### src/rtl/apb_rr_arbiter.sv
`default_nettype none
// +--------------------------------------------------------------------------+
// | apb_rr_arbiter: round-robin arbiter folding N APB masters onto one slave |
// | Rev 1.0                                                                  |
// +--------------------------------------------------------------------------+
module apb_rr_arbiter #(
  parameter int MASTER_PORTS = 4,
  parameter int BUS_WIDTH    = 16,
  parameter int DATA_WIDTH   = 16
) (
  input  logic                               clk,
  input  logic                               reset,
  input  logic [MASTER_PORTS*BUS_WIDTH-1:0]  S_PADDR,
  input  logic [MASTER_PORTS-1:0]            S_PWRITE,
  input  logic [MASTER_PORTS-1:0]            S_PSELx,
  input  logic [MASTER_PORTS-1:0]            S_PENABLE,
  input  logic [MASTER_PORTS*DATA_WIDTH-1:0] S_PWDATA,
  output logic [MASTER_PORTS*DATA_WIDTH-1:0] S_PRDATA,
  output logic [MASTER_PORTS-1:0]            S_PREADY,
  output logic [BUS_WIDTH-1:0]               M_PADDR,
  output logic                               M_PWRITE,
  output logic                               M_PSELx,
  output logic                               M_PENABLE,
  output logic [DATA_WIDTH-1:0]              M_PWDATA,
  input  logic [DATA_WIDTH-1:0]              M_PRDATA,
  input  logic                               M_PREADY,
  output logic [$clog2(MASTER_PORTS)-1:0]    grant_id,
  output logic                               busy
);

  localparam int              c_IDW    = $clog2(MASTER_PORTS);
  localparam logic [c_IDW:0]  c_NPORTS = (c_IDW + 1)'(MASTER_PORTS);

  typedef enum logic [1:0] {
    ST_IDLE   = 2'd0,
    ST_SETUP  = 2'd1,
    ST_ACCESS = 2'd2,
    ST_RESP   = 2'd3
  } state_t;

  state_t                            r_state;
  state_t                            w_state_nxt;

  logic [c_IDW-1:0]                  r_rr_ptr;
  logic [c_IDW-1:0]                  r_grant_id;
  logic [BUS_WIDTH-1:0]              r_m_paddr;
  logic                              r_m_pwrite;
  logic                              r_m_psel;
  logic                              r_m_penable;
  logic [DATA_WIDTH-1:0]             r_m_pwdata;
  logic [MASTER_PORTS-1:0]           r_s_pready;
  logic [MASTER_PORTS*DATA_WIDTH-1:0] r_s_prdata;

  logic [2*MASTER_PORTS-1:0]         w_req_shift;
  logic [MASTER_PORTS-1:0]           w_req_rot;
  logic [c_IDW-1:0]                  w_off;
  logic [c_IDW:0]                    w_pick_sum;
  logic [c_IDW:0]                    w_pick_wrap;
  logic [c_IDW-1:0]                  w_pick;
  logic [c_IDW:0]                    w_rr_sum;
  logic [c_IDW-1:0]                  w_rr_nxt;
  logic [BUS_WIDTH-1:0]              w_sel_paddr;
  logic                              w_sel_pwrite;
  logic [DATA_WIDTH-1:0]             w_sel_pwdata;
  logic [MASTER_PORTS-1:0]           w_grant_onehot;
  logic [MASTER_PORTS*DATA_WIDTH-1:0] w_prdata_upd;
  logic                              w_unused_penable;

  assign w_unused_penable = ^S_PENABLE;

  // Rotate requests so bit 0 is the current priority holder, then take the
  // lowest set bit as an offset from rr_ptr.
  assign w_req_shift = {S_PSELx, S_PSELx} >> r_rr_ptr;
  assign w_req_rot   = w_req_shift[MASTER_PORTS-1:0];

  always_comb begin
    w_off = '0;
    for (int k = MASTER_PORTS - 1; k >= 0; k--) begin
      if (w_req_rot[k]) begin
        w_off = k[c_IDW-1:0];
      end
    end
  end

  assign w_pick_sum  = {1'b0, r_rr_ptr} + {1'b0, w_off};
  assign w_pick_wrap = w_pick_sum - c_NPORTS;
  assign w_pick      = (w_pick_sum >= c_NPORTS) ? w_pick_wrap[c_IDW-1:0]
                                                : w_pick_sum[c_IDW-1:0];

  assign w_rr_sum = {1'b0, r_grant_id} + (c_IDW + 1)'(1);
  assign w_rr_nxt = (w_rr_sum >= c_NPORTS) ? '0 : w_rr_sum[c_IDW-1:0];

  always_comb begin
    w_sel_paddr  = '0;
    w_sel_pwrite = 1'b0;
    w_sel_pwdata = '0;
    for (int i = 0; i < MASTER_PORTS; i++) begin
      if (w_pick == i[c_IDW-1:0]) begin
        w_sel_paddr  = S_PADDR[i*BUS_WIDTH +: BUS_WIDTH];
        w_sel_pwrite = S_PWRITE[i];
        w_sel_pwdata = S_PWDATA[i*DATA_WIDTH +: DATA_WIDTH];
      end
    end
  end

  always_comb begin
    w_grant_onehot = '0;
    w_prdata_upd   = r_s_prdata;
    for (int i = 0; i < MASTER_PORTS; i++) begin
      if (r_grant_id == i[c_IDW-1:0]) begin
        w_grant_onehot[i]                        = 1'b1;
        w_prdata_upd[i*DATA_WIDTH +: DATA_WIDTH] = M_PRDATA;
      end
    end
  end

  always_ff @(posedge clk) begin
    if (reset) begin
      r_state <= ST_IDLE;
    end else begin
      r_state <= w_state_nxt;
    end
  end

  always_comb begin
    w_state_nxt = r_state;
    case (r_state)
      ST_IDLE:   if (|S_PSELx) w_state_nxt = ST_SETUP;
      ST_SETUP:  w_state_nxt = ST_ACCESS;
      ST_ACCESS: if (M_PREADY) w_state_nxt = ST_RESP;
      ST_RESP:   w_state_nxt = ST_IDLE;
      default:   w_state_nxt = ST_IDLE;
    endcase
  end

  // Request fields are captured once at grant; the slave only ever sees the
  // latched copy, so a master fiddling with its bus after grant is harmless.
  always_ff @(posedge clk) begin
    if (reset) begin
      r_rr_ptr    <= '0;
      r_grant_id  <= '0;
      r_m_paddr   <= '0;
      r_m_pwrite  <= 1'b0;
      r_m_psel    <= 1'b0;
      r_m_penable <= 1'b0;
      r_m_pwdata  <= '0;
      r_s_pready  <= '0;
      r_s_prdata  <= '0;
    end else begin
      case (r_state)
        ST_IDLE: begin
          if (|S_PSELx) begin
            r_m_paddr  <= w_sel_paddr;
            r_m_pwrite <= w_sel_pwrite;
            r_m_pwdata <= w_sel_pwdata;
            r_grant_id <= w_pick;
            r_m_psel   <= 1'b1;
          end
        end
        ST_SETUP: begin
          r_m_penable <= 1'b1;
        end
        ST_ACCESS: begin
          if (M_PREADY) begin
            r_m_psel    <= 1'b0;
            r_m_penable <= 1'b0;
            r_rr_ptr    <= w_rr_nxt;
            r_s_pready  <= w_grant_onehot;
            if (!r_m_pwrite) begin
              r_s_prdata <= w_prdata_upd;
            end
          end
        end
        ST_RESP: begin
          r_s_pready <= '0;
        end
        default: begin
          r_s_pready <= '0;
        end
      endcase
    end
  end

  assign M_PADDR   = r_m_paddr;
  assign M_PWRITE  = r_m_pwrite;
  assign M_PSELx   = r_m_psel;
  assign M_PENABLE = r_m_penable;
  assign M_PWDATA  = r_m_pwdata;
  assign S_PREADY  = r_s_pready;
  assign S_PRDATA  = r_s_prdata;
  assign grant_id  = r_grant_id;
  assign busy      = (r_state != ST_IDLE);

endmodule
`default_nettype wire

### config.mk
export PLATFORM = sky130hd
export DESIGN_NAME = apb_rr_arbiter
export DESIGN_NICKNAME = d
export VERILOG_FILES = /design/src/rtl/apb_rr_arbiter.sv
export SDC_FILE = /design/constraint.sdc
export NUM_CORES = 1
export LEC_CHECK = 0
export ABC_CLOCK_PERIOD_IN_PS = 4600
export CAP_MARGIN = 20
export CORE_ASPECT_RATIO = 2
export CORE_UTILIZATION = 40
export CTS_BUF_LIST = sky130_fd_sc_hd__clkbuf_4 sky130_fd_sc_hd__clkbuf_8
export CTS_CLUSTER_SIZE = 28
export DETAILED_ROUTE_END_ITERATION = 10
export GPL_TIMING_DRIVEN = 0
export PLACE_DENSITY = 0.82
export RECOVER_POWER = 25
export SYNTH_ARGS = -nofsm -noshare
export SYNTH_HDL_FRONTEND = slang
export SYNTH_SLANG_ARGS = --single-unit
### constraint.sdc
create_clock -name clk -period 4.6 [get_ports clk]
set_input_delay 0.92 -clock clk [delete_from_list [all_inputs] [get_ports clk]]
set_output_delay 0.92 -clock clk [all_outputs]
set_load 0.02 [all_outputs]
==> results.ini <==
[run_status]
status=completed

[power]
comb_power_share=0.475
intPower_w=0.00206
sw_frac_of_total=0.396
pwr-share-seq=0.363
power.leakage_nw=2.89
pwr-share-clk=0.162
ir_drop_mv=0.333
powerDensity_nw_per_um2=438
p_switching_w=0.00135

[synth]
avgSynthCellArea_sq_um=8.44
syn_nets=745
async_flop_share=0
netlist_top_cells_count=nand2_1 (158), dfxtp_1 (109), a21oi_1 (70)
ys_seq_elements=109
synth_ff_type=dfxtp_1
synth.yosys.warnings=0
yosysTopAreaCell=dfxtp_1
synth_top_area_frac=0.449
syn-instance-count=576
syn_area_sq_um=4860
yosys-top-cells-area=dfxtp_1 (45%), nand2_1 (12%), a21oi_1 (7.2%), o31ai_2 (5.1%), mux4_2 (4.2%)
yosys.cell_types.count=41
synth_edf_count=0
synth_seq_area_share=0.449
synth.most_common_cell=nand2_1

[grt]
grt_use_total=0.275
grt_start_max_net_pins=20
antenna_found_initial=0
grt_pass1_vias=5303
overflow=0
grt_pass1_wl_um=25800

[route]
wl_per_cell_um=17.5
drt_iter0_drc=160
first_pass_iters=5
vias=5240
vias_per_cell=5.28
drc=0
drt_wl_total_um=17400
drtAntennaViolNets=0

[clock_network]
root_buffer=clkbuf_8
cts_tree=done
cts_buffers=9
htreeDepth=3
cts_sinks=109
ctsResizeCount=0
postCtsSetupRepairBufs=0
clk_latency_ns=0.38
clockBufferDepth=2
clk_pin_slew_ns=0.10
holdBufCountCts=0

[cells_and_area]
diodes=0
nets=1013
synthToLayoutAreaGrowth_pct=60.4
drive_above_1_share=0.0778
fin_cells=993
fillers=1030

[setup_path]
cp.arrival_ns=3.90
end_kind=flop
critical_path_class=primary input to flop
critPathLaunchType=primary input
cp_data_required_time_ns=4.89
worst-path-max-fanout=10

[die]
start_util=0.413
die_w_um=80.0
die_h_um=158
core_region_area_sq_um=11800
num_rows=56
dieArea_sq_um=12600
ioPinCount=265

[timing]
min_period_ns=3.61
slew_violations=0
finalClockSkew_ns=0.0112
worst_pin_slew_ns=0.891
relSlewSlack=0.406
setup-tns-final_ns=0
max_freq_mhz=277
hold_viol=0
finalSetupViolations=0
rsz0062_at_grt=no
final.period_utilization=0.785

[placed_design]
place_hpwl_um=14500
place_inst=978
numPortBuffers=257
gp_congestion=0.880

[hold_path]
hold_path_class=flop to flop

[run]
max-cap-violations=0

critical path: stages:
cell and delay [ns]:
clkdlybuf4s50_1 0.50, inv_1 0.12, nor3_1 0.06, a311oi_1 0.30, o211ai_1 0.14, ha_1 0.23
xnor2_1 0.46, nor2_1 0.15, mux2i_2 0.45, buf_6 0.21, o22ai_1 0.10, o31ai_2 0.25
state kept, by name, summed over array words and instances, names as in the netlist:
register   count
S_PRDATA      64
M_PADDR       16
M_PWDATA      16
S_PREADY       4
grant_id       2
r_rr_ptr       2
r_state        2
M_PENABLE      1
M_PSELx        1
M_PWRITE       1
path summary, 6_finish.rpt:
kind,from,endpoint,slack [ns],cells past startpoint
max,S_PSELx[1],M_PADDR[10],0.99,12
min,S_PRDATA[15],S_PRDATA[15],0.46,2
max reg2reg,r_rr_ptr[0],M_PADDR[10],1.49,11
min reg2reg,S_PRDATA[15],S_PRDATA[15],0.46,2
cell type report:
| class | count | area [sq um] | area share |
|---|---|---|---|
| Buffer | 41 | 203 | 0.0260 |
| Clock buffer | 9 | 124 | 0.0159 |
| Clock inverter | 6 | 56.3 | 0.00722 |
| Inverter | 7 | 26.3 | 0.00337 |
| Multi-Input combinational cell | 419 | 2450 | 0.314 |
| Sequential cell | 109 | 2180 | 0.280 |
| Tap cell | 145 | 181 | 0.0233 |
| Timing Repair Buffer | 257 | 2570 | 0.330 |
kinds of logic (layout without fill, tap and decap cells):
| kind of cell | Yosys count | in the layout | synth area share |
|---|---|---|---|
| AND/OR/NAND/NOR | 227 | 227 | 0.185 |
| AO/OA/AOI/OAI | 165 | 165 | 0.230 |
| flip-flops | 109 | 109 | 0.449 |
| buffers and inverters | 48 | 320 | 0.0471 |
| multiplexers | 14 | 14 | 0.0543 |
| adder cells (fa/ha/maj) | 10 | 10 | 0.0257 |
| XOR/XNOR | 3 | 3 | 0.00927 |
layer usage:
layer | track usage | share of wire | vias to the layer above
li1 | - | - | 2521
met1 | 0.244 | 0.32 | 2367
met2 | 0.540 | 0.55 | 295
met3 | 0.0651 | 0.076 | 57
met4 | 0.160 | 0.058 | 0
met5 | 0 | 0 | -
power groups by stage:
| stage | logic [W] | clock network [W] | registers [W] |
|---|---|---|---|
| floorplan | 0.000720 | 0 | 0.00145 |
| finish | 0.00162 | 0.000553 | 0.00124 |
| global placement | 0.00160 | 0 | 0.00125 |
| CTS | 0.00165 | 0.000562 | 0.00124 |
| detailed placement | 0.00164 | 0 | 0.00126 |
| global route | 0.00174 | 0.000603 | 0.00126 |
stage by stage:
step / total power (W) / utilization / hold slack [ns] / setup slack, ns / instance area, sq um
floorplan: 0.00217 / - / 0.510 / 1.41 / 4860
global placement: 0.00285 / 0.647 / 0.437 / 0.674 / 7610
detailed placement: 0.00290 / 0.647 / 0.447 / 0.596 / 7610
CTS: 0.00345 / 0.662 / 0.461 / 1.00 / 7790
global route: 0.00360 / 0.662 / 0.481 / 0.803 / 7790
finish: 0.00342 / 0.662 / 0.457 / 0.989 / 7790
placed cells by master (no fill, tap or decap), types with 20 or more instances in the layout:
cell type        netlist  routed
o21ai_0               24      24
dlygate4sd3_1          0      41
a21oi_1               70      70
nor2_1                49      49
dfxtp_1              109     109
o22ai_1               24      24
clkdlybuf4s50_1        0     216
clkbuf_1              24      25
o31ai_2               20      20
nand2_1              158     158
No activity file was read; power rests on OpenSTA's default activity.
==> patch 1, RTL diff (same settings) <==
Re-encode `state_t` (4 states) as Gray code, 2 bits wide.
--- a/src/rtl/apb_rr_arbiter.sv
+++ b/src/rtl/apb_rr_arbiter.sv
@@ -33,8 +33,8 @@
 
   typedef enum logic [1:0] {
-    ST_IDLE   = 2'd0,
-    ST_SETUP  = 2'd1,
-    ST_ACCESS = 2'd2,
-    ST_RESP   = 2'd3
+    ST_IDLE   = 2'b00,
+    ST_SETUP  = 2'b01,
+    ST_ACCESS = 2'b11,
+    ST_RESP   = 2'b10
   } state_t;
 
Check against the original RTL: same outputs for any inputs over 4 cycles, from zero or initial values and one cycle with reset high; so few cycles prove little.
==> patch 1 against the unedited design <==
Global-route usage up 0.94 points; wire length increased by 21%; highest routed layer unchanged; cell area up 12%; via count grew 19%; sequential cell count is the same; worst setup slack worse by 0.38 ns; fmax is 9.5% lower; core utilization down 3.6 points; die area up 18%; sequential share of layout area down 3.1 points; cell count is 16% higher; synthesized area up 18%; first-iteration DRC count rose by 17%.
Power is not compared: it rests on default switching activity, and its combinational part moved more than twofold at a synthesized area within 25%.
==> patch 1: results (changes against the unedited design) <==
INFO  finish         sh_seq_area=24.9% [was 28.0%]
INFO  placed_design  place_hpwl=17.2mm [was 14.5 mm]
INFO  placed_design  gpl.final_weighted_congestion=0.918 [was 0.880]
INFO  finish         final-nonclk-buf-share=32.3% [was 35.6%]
INFO  finish         insertedDiodeCount=1 [was 0]
INFO  min_path       end_point_of_the_most_critical_hold_path=S_PRDATA[57]$_SDFFE_PP0P_ [was S_PRDATA[15]$_SDFFE_PP0P_]
INFO  sta            worst-slew-pin-transition=0.899ns [was 0.891 ns]
INFO  drt            num_vias=6211 [was 5240]
INFO  placed_design  dp.cells=1134 [was 978]
INFO  worst_setup_path r2r_slack=1.23ns [was 1.49 ns]
INFO  global_route   antenna_found_initial=1 [was 0]
INFO  global_route   grt_first_pass_wirelength=32.1mm [was 25.8 mm]
INFO  drt            detail_route.wl_per_cell=18.3microns [was 17.5 microns]
INFO  global_route   grt_pass1_vias=6398 [was 5303]
INFO  cts            clockBufferDepth=2 [unchanged]
INFO  drt            drt_iter0_drc=187 [was 160]
INFO  finish         buffers_excl_clock=313 [was 298]
INFO  finish         nonClockInverterCount=4 [was 7]
INFO  finish         fillers=1222 [was 1030]
INFO  finish         multi_input_area_share=37.6% [was 31.4%]
INFO  placed_design  detailedPlace.worstSlack=0.207ns [was 0.596 ns]
INFO  worst_setup_path regToRegEndpoint=M_PWDATA[4]$_SDFFE_PP0P_ [was M_PADDR[10]$_SDFFE_PP0P_]
INFO  die            placement_rows=61 [was 56]
INFO  finish         num-multi-input-gates=519 [was 419]
INFO  sta            fin_worst_skew=0.0173ns [was 0.0112 ns]
INFO  yosys          netlist_top_cells_area=sky130_fd_sc_hd__dfxtp_1, sky130_fd_sc_hd__nand2_1, sky130_fd_sc_hd__mux4_2 [was sky130_fd_sc_hd__dfxtp_1, sky130_fd_sc_hd__nand2_1, sky130_fd_sc_hd__a21oi_1]
INFO  finish         clock_cell_area_share=2.32% [was 2.31%]
INFO  yosys          synth_nets=852 [was 745]
INFO  yosys          synth_sequential_area_ratio=38.0% [was 44.9%]
INFO  min_path       worstHoldStart=S_PRDATA[57]$_SDFFE_PP0P_ [was S_PRDATA[15]$_SDFFE_PP0P_]
INFO  finish         n_sequential_cell=109 [unchanged]
INFO  yosys          synthDistinctLibCells=44 [was 41]
INFO  global_route   grt_max_degree=22 [was 20]
INFO  sta            timing_hold_violations_final=0 [unchanged]
INFO  yosys          netlist_instances=688 [was 576]
INFO  finish         cell_kind_with_the_greatest_summed_area=multi-input combinational cells [was buffers]
INFO  run_status     status=complete, no violations [unchanged]
INFO  worst_setup_path worst_ep_arrival_time=4.26ns [was 3.90 ns]
INFO  finish         layout-drive-gt1-share=8.01% [was 7.78%]
INFO  cts            worstSkewPairLatency=0.40ns [was 0.38 ns]
-- patch 1: cell count changes after synthesis, moves of 24 or more --
| cell | before | now |
|---|---|---|
| sky130_fd_sc_hd__a22oi_1 | 3 | 29 |
| sky130_fd_sc_hd__and3_1 | 0 | 26 |
| sky130_fd_sc_hd__nand2_1 | 158 | 198 |
| sky130_fd_sc_hd__nor2_1 | 49 | 23 |
| sky130_fd_sc_hd__o21ai_1 | 1 | 35 |
| sky130_fd_sc_hd__o22ai_1 | 24 | 0 |
-- patch 1: through the flow --
stage               cell area [sq um]  power [mW]
floorplan                        5740        1.35
global placement                 8550        1.66
detailed placement               8550        1.67
CTS                              8750        2.25
global route                     8750        2.33
finish                           8750        2.25
-- patch 1: layer usage --
metal	track usage [%]	wire, microns	part of all wire, %	up-vias
met5	0	0	0	-
met4	14.5	951	4.5	0
met3	7.97	1610	7.7	61
met2	56.4	11800	56	301
met1	25.1	6650	32	2873
li1	-	-	-	2976
-- patch 1: worst max-delay path by stage --
stage,from,endpoint,slack (ns),cells after the start
5_1_grt,S_PSELx[1],M_PWDATA[1]$_SDFFE_PP0P_,0.29,11
6_report,S_PSELx[1],M_PWDATA[4]$_SDFFE_PP0P_,0.61,11
3_3_place_gp,S_PSELx[1],M_PWDATA[4]$_SDFFE_PP0P_,0.21,11
4_1_cts,S_PSELx[1],M_PWDATA[4]$_SDFFE_PP0P_,0.61,11
2_1_floorplan,S_PSELx[0],M_PADDR[5]$_SDFFE_PP0P_,1.02,11
3_5_place_dp,S_PSELx[1],M_PWDATA[4]$_SDFFE_PP0P_,0.21,11
-- patch 1: cells by family (layout without fill, tap and decap cells) --
family          Yosys count  in the layout  share of synthesized area [%]
compound gates          179            179                           18.4
xor+xnor                  3              3                          0.589
fa+ha+maj                 5              5                           1.09
buf+inv                  60            333                           4.67
flops                   109            109                           38.0
mux                      57             57                           17.1
other cells               0              1                              0
simple gates            275            275                           20.1
-- patch 1: critical path: stages --
cell	delay (ns)
sky130_fd_sc_hd__clkdlybuf4s50_1	0.61
sky130_fd_sc_hd__inv_1	0.09
sky130_fd_sc_hd__a311oi_1	0.27
sky130_fd_sc_hd__a31oi_1	0.10
sky130_fd_sc_hd__a211o_1	0.25
sky130_fd_sc_hd__ha_1	0.27
sky130_fd_sc_hd__buf_2	0.23
sky130_fd_sc_hd__buf_1	0.67
sky130_fd_sc_hd__mux4_2	0.60
sky130_fd_sc_hd__a22oi_1	0.14
sky130_fd_sc_hd__o21ai_1	0.11
-- patch 1: power by group --
group | switching [mW] | leakage [nW] | internal, mW | total [mW]
Sequential | 0.0307 | 0.886 | 0.986 | 1.02
Clock | 0.381 | 0.102 | 0.216 | 0.598
Combinational | 0.300 | 2.25 | 0.332 | 0.632
==> patch 2, RTL diff (same settings) <==
Without the edit above. `DATA_WIDTH`: 16 -> 20.
--- a/src/rtl/apb_rr_arbiter.sv
+++ b/src/rtl/apb_rr_arbiter.sv
@@ -7,5 +7,5 @@
   parameter int MASTER_PORTS = 4,
   parameter int BUS_WIDTH    = 16,
-  parameter int DATA_WIDTH   = 16
+  parameter int DATA_WIDTH   = 20
 ) (
   input  logic                               clk,
Ports: changed (resized M_PRDATA, M_PWDATA, S_PRDATA and S_PWDATA); port bits go from 265 to 305. No check against the original RTL was run, so the function may have changed too.
==> patch 2 against the unedited design <==
Die area rose by 20%; critical path depth fell by 1; largest cell class unchanged; highest routed layer unchanged; sequential cell count rose by 20; first-iteration DRC count rose by 57%; power rose by 28%; cell area rose by 22%; worst hold slack got worse by 0.0042 ns; worst setup slack got worse by 0.17 ns; wire length rose by 18%; synthesized area rose by 20%; combinational power rose by 16%.
==> patch 2: results (changes against the unedited design) <==
INFO  global_route   grt_util_met1=25.7% [was 24.4%]
INFO  global_route   grt_max_degree=17 [was 20]
INFO  pwr            leakagePower=3.44nW [was 2.89 nW]
INFO  drt            drt-total-wl=20.5mm [was 17.4 mm]
INFO  yosys          netlist_top_cells_area=sky130_fd_sc_hd__dfxtp_1, sky130_fd_sc_hd__nand2_1, sky130_fd_sc_hd__a21oi_1 [unchanged]
INFO  yosys          synth-adder-area-share=2.14% [was 2.57%]
INFO  cts            worstSkewPairLatency=0.44ns [was 0.38 ns]
INFO  finish         stdcell_count=1201 [was 993]
INFO  pwr            worst_ir_drop_vdd=0.255mV [was 0.333 mV]
INFO  sta            worst-slew-pin-transition=0.752ns [was 0.891 ns]
INFO  pwr            internal_power=2.72mW [was 2.06 mW]
INFO  yosys          synthDistinctLibCells=39 [was 41]
INFO  finish         largest_register_ffs=80 [was 64]
INFO  yosys          netlist_instances=679 [was 576]
INFO  worst_setup_path r2r_slack=1.39ns [was 1.49 ns]
INFO  worst_setup_path regToRegEndpoint=M_PWDATA[1]$_SDFFE_PP0P_ [was M_PADDR[10]$_SDFFE_PP0P_]
INFO  global_route   use_met2=52.3% [was 54.0%]
INFO  placed_design  gpl.final_weighted_congestion=0.831 [was 0.880]
INFO  cts            clkTransAtPathRegs=0.08ns [was 0.10 ns]
INFO  cts            cts_made_buffers=17 [was 9]
INFO  run_status     status=complete, no violations [unchanged]
INFO  sta            hold_slack=0.453ns [was 0.457 ns]
INFO  worst_setup_path slowest_stage=sky130_fd_sc_hd__dlygate4sd3_1 [was sky130_fd_sc_hd__clkdlybuf4s50_1]
INFO  drt            route.met2.wl=11.5mm [was 9.56 mm]
INFO  worst_setup_path ff2ff_path_depth=10 [was 11]
INFO  worst_setup_path worst_ep_arrival_time=4.13ns [was 3.90 ns]
INFO  placed_design  placedInstanceArea=9060squm [was 7610 sq um]
INFO  pwr            power.density=460nW/um^2 [was 438 nW/um^2]
INFO  worst_setup_path slowest_delay=0.64ns [was 0.50 ns]
INFO  sta            fmax=0.264GHz [was 0.277 GHz]
INFO  drt            wl_met3=1.09mm [was 1.33 mm]
INFO  drt            num_vias=6159 [was 5240]
INFO  global_route   groute.usage.overall=27.4% [was 27.5%]
patch 2: cells by family (layout without fill, tap and decap cells):
family | after synthesis | in the layout
buffers and inverters | 57 | 387
flip-flops | 129 | 129
AO/OA/AOI/OAI | 197 | 197
multiplexers | 12 | 12
XOR/XNOR | 3 | 3
adder cells (fa/ha/maj) | 10 | 10
AND/OR/NAND/NOR | 271 | 271
patch 2: cell type report:
class                           count  area, sq um
Buffer                             50          253
Clock buffer                       17          234
Clock inverter                     14          180
Fill cell                        1222         4800
Inverter                            7         26.3
Multi-Input combinational cell    493         2970
Sequential cell                   129         2580
Tap cell                          192          240
Timing Repair Buffer              299         2990
patch 2: critical path: cells and delay by family:
family                     cells  cell delay, ns
muxes                          1            0.31
AOI/OAI and AO/OA              3            0.47
buffers and inverters          3            1.45
adders and majority gates      1            0.17
and+or+nand+nor                3            0.80
